==> src/rtl/sequence_generator.sv <==
// Fibonacci LFSR serial bit source: reset loads SEED, init steps one shift per clock, out is the state MSB.
// Optional macro SEQGEN_LOCKUP_RECOVERY_EN reloads a nonzero state when the register sits at all-zero.
module sequence_generator #(
    parameter int               WIDTH = 4,
    parameter logic [WIDTH-1:0] SEED  = 4'b1000,
    parameter logic [WIDTH-1:0] TAPS  = 4'b1100
) (
    input  logic clk,
    input  logic reset,
    input  logic init,
    output logic out
);

    generate
        if (WIDTH < 2 || WIDTH > 32) begin : g_width_check
            $fatal(1, "sequence_generator: WIDTH must be in 2..32");
        end
    endgenerate

`ifdef SEQGEN_LOCKUP_RECOVERY_EN
    // A zero SEED cannot restart the register, so fall back to the lowest nonzero state.
    localparam logic [WIDTH-1:0] RECOVERY_SEED = (SEED == '0) ? WIDTH'(1) : SEED;
`endif

    logic [WIDTH-1:0] s_reg;
    logic [WIDTH-1:0] s_next;
    logic [WIDTH-1:0] tap_bits;
    logic             fb;

    genvar gi;
    generate
        for (gi = 0; gi < WIDTH; gi++) begin : g_taps
            assign tap_bits[gi] = s_reg[gi] & TAPS[gi];
        end
    endgenerate

    assign fb = ^tap_bits;

    always_comb begin
        s_next = s_reg;
        if (init) begin
`ifdef SEQGEN_LOCKUP_RECOVERY_EN
            if (s_reg == '0) begin
                s_next = RECOVERY_SEED;
            end else begin
                s_next = {s_reg[WIDTH-2:0], fb};
            end
`else
            s_next = {s_reg[WIDTH-2:0], fb};
`endif
        end
    end

    always_ff @(posedge clk) begin
        if (reset) begin
            s_reg <= SEED;
        end else begin
            s_reg <= s_next;
        end
    end

    assign out = s_reg[WIDTH-1];

endmodule

==> config.mk <==
export PLATFORM = sky130hd
export DESIGN_NAME = sequence_generator
export DESIGN_NICKNAME = d
export VERILOG_FILES = /design/src/rtl/sequence_generator.sv
export SDC_FILE = /design/constraint.sdc
export NUM_CORES = 1
export LEC_CHECK = 0
export BUFFER_PORTS_ARGS = -buffer_cell sky130_fd_sc_hd__buf_2
export CELL_PAD_IN_SITES_DETAIL_PLACEMENT = 0
export CELL_PAD_IN_SITES_GLOBAL_PLACEMENT = 2
export CORE_AREA = 2 2 39 41
export CTS_CLUSTER_SIZE = 24
export DETAILED_ROUTE_END_ITERATION = 10
export DIE_AREA = 0 0 41 43
export HOLD_SLACK_MARGIN = 0.02
export PLACE_DENSITY_LB_ADDON = 0.08
export SKIP_CTS_REPAIR_TIMING = 1
export SLEW_MARGIN = 0
export SYNTH_ARGS = -nofsm -noshare
export SYNTH_HDL_FRONTEND = slang
export SYNTH_SLANG_ARGS = --single-unit
==> constraint.sdc <==
create_clock -name clk -period 1.05 [get_ports clk]
set_clock_uncertainty 0.2 [all_clocks]
set_input_delay 0.0525 -clock clk [delete_from_list [all_inputs] [get_ports clk]]
set_output_delay 0.0525 -clock clk [all_outputs]
set_load 0.01 [all_outputs]
==> impl_metrics.py <==
metrics = {
    "timing": {
        "setup_violations": 0,
        "rsz0062_at_grt": "false",
        "whs_ps": -162,
        "period_minus_slack_ps": 977,
        "slew_headroom_pct": 88.1,
        "fin_crit_sh_pct": 93.1,
        "slew_viol_final": 0,
        "fin_tns_setup_ps": 0,
        "fmax_mhz": 1020,
        "hold_violations": 4,
        "setup_ws_ps": 72.8,
        "tightest_slew_ps": 177,
    },
    "floorplan": {
        "die_area_um2": 1760,
        "rows": 14,
        "die_h_um": 43,
        "die_w_um": 41,
        "coreArea_um2": 1380,
        "ios": 4,
        "start_util_pct": 11.2,
    },
    "routing": {
        "routed_wl_um": 307,
        "vias": 104,
        "wl_per_cell_um": 8.77,
        "firstDrtPassIters": 4,
        "ant_nets": 0,
        "drt_iter0_markers": 2,
        "vias_per_cell": 2.97,
        "drc": 0,
    },
    "worst_setup_path": {
        "cp.required_ps": 800,
        "critPathMaxFanout": 3,
        "critPathBufInv": 1,
        "startpoint_type": "register",
        "crit_family": "flip-flops",
        "startpoint": "s_reg[3]$_SDFFE_PP1P_",
        "slowest_delay_ps": 350,
        "crit_path_end_kind": "output port",
        "cp.depth": 1,
        "worstSetupPathType": "register to output port",
        "r2r-end": "s_reg[3]$_SDFFE_PP1P_",
        "worstPathCellList": "buf_2",
        "r2r_start": "s_reg[3]$_SDFFE_PP1P_",
        "r2r_slack_ps": 70,
        "critPathCapture": "out",
        "cp_slowest_cell": "dfxtp_1",
        "reg2reg_depth": 2,
        "arrival_ps": 720,
    },
    "placed_design": {
        "gp_congestion": 0.530,
        "portBuffers": 3,
        "place_area_um2": 183,
        "place_inst": 32,
        "pre_cts_slack_ps": 82.9,
    },
    "global_routing": {
        "grt_pass1_wl_um": 552,
        "grt_pass1_vias": 122,
        "grt_usage_pct": 5.43,
        "gr-total-overflow": 0,
        "grt_most_used_layer": "met4",
        "met3_usage_pct": 1.57,
        "gr-usage-met2_pct": 5.94,
        "use_met1_pct": 6.45,
        "antenna_found_initial": 0,
        "grt_max_degree": 7,
    },
    "synthesis": {
        "synth.area.top_cells": "dfxtp_1 52%, mux2i_1 13%, a211oi_2 8.1%, nor2_1 7.3%, a211o_1 5.6%",
        "netlist_area_um2": 155,
        "synth_seq_area_share_pct": 51.6,
        "ys_seq_elements": 4,
        "synth_top_area_share_pct": 51.6,
        "ys_warn_count": 0,
        "syn_area_per_cell_um2": 11.1,
        "synth_cell_types": 8,
        "netlist_instances": 14,
        "netlist.top_cell.by_area": "dfxtp_1",
        "syn-num-nets": 17,
    },
    "status": {
        "status": "finished with violations",
        "violations": "negative hold slack",
    },
    "finish": {
        "multi_input_area_um2": 67.6,
        "fillers": 163,
        "layout-drive-gt1-share_pct": 36.8,
        "fin_cells": 35,
        "largest_reg_flops": 4,
        "final_cell_area_um2": 205,
        "syn2layout_area_growth_pct": 32.3,
        "n_antenna_cell": 0,
        "finalCoreUtilization_pct": 14.8,
        "nets": 24,
        "regArea_um2": 80.1,
    },
    "clock_network": {
        "clock_latency_ps": 230,
        "cts_tree": "done",
        "numCtsBuffers": 3,
        "clockBufferDepth": 2,
        "h-tree-depth": 1,
        "clockRootBuffer": "clkbuf_4",
        "cts_sinks": 4,
        "clk_pin_slew_worst_paths_ps": 40,
    },
    "power_and_ir_drop": {
        "p_per_area_nw_per_um2": 1900,
        "power.leakage_uw": 0.0000855,
        "ir_drop_uv": 319,
    },
    "flow_run": {
        "drv_cap": 0,
    },
    "min_path": {
        "hp-class": "input pin to register",
    },
}
[cell usage in the layout, fill, tap and decap left out]
| master | instances |
|---|---|
| dfxtp_1 | 4 |
| nor2_1 | 3 |
| clkbuf_4 | 3 |
| buf_2 | 3 |
| mux2i_1 | 2 |
| xnor2_1 | 1 |
| a211oi_2 | 1 |
| nor2b_1 | 1 |
| a211o_1 | 1 |
[synth_stat cells]
cell      instances
dfxtp_1           4
nor2_1            3
a211oi_2          1
xnor2_1           1
nor2b_1           1
mux2i_1           2
buf_4             1
a211o_1           1
[logic make-up (layout without fill, tap and decap cells)]
family	Yosys count	count (layout)	synth area share, %
flops	4	4	51.6
simple gates	4	4	11.3
compound gates	2	2	13.7
mux	2	2	12.9
xor+xnor	1	1	5.65
buf+inv	1	6	4.84
[layout make-up]
class / instances / share of cell area (%)
clock buffer: 3 / 11.0
tap: 16 / 9.76
timing repair buffer: 3 / 7.32
sequential: 4 / 39.0
multi-input combinational: 9 / 32.9
[stage by stage]
step	hold WS (ps)	total power [uW]
after detailed placement	86.7	203
after CTS	-166	405
after global placement	80.2	203
after global routing	-161	420
after floorplan	-82.9	193
final	-162	390
[power by group]
group | switching [uW] | total, uW | leakage [uW] | internal (uW)
combinational | 15.7 | 32.1 | 0.0000387 | 16.4
clock | 62.0 | 190 | 0.0000138 | 128
sequential | 5.77 | 168 | 0.0000330 | 162
[metal layers]
metal | up-vias | wire length [um] | share of wire, %
li1 | 57 | - | -
met3 | 0 | 13 | 4.2
met2 | 2 | 162 | 53
met5 | - | 0 | 0
met1 | 45 | 131 | 43
met4 | 0 | 0 | 0
[how the worst min path moves through the flow]
stage / from / endpoint / slack [ps] / depth (start not counted)
floorplan: reset / s_reg[0]$_SDFFE_PP0P_ / -80 / 1
global placement: reset / s_reg[0]$_SDFFE_PP0P_ / 80 / 2
detailed placement: reset / s_reg[0]$_SDFFE_PP0P_ / 90 / 2
CTS: reset / s_reg[0]$_SDFFE_PP0P_ / -170 / 2
global route: reset / s_reg[0]$_SDFFE_PP0P_ / -160 / 2
finish: reset / s_reg[0]$_SDFFE_PP0P_ / -160 / 2
(Power assumes the default switching activity.)
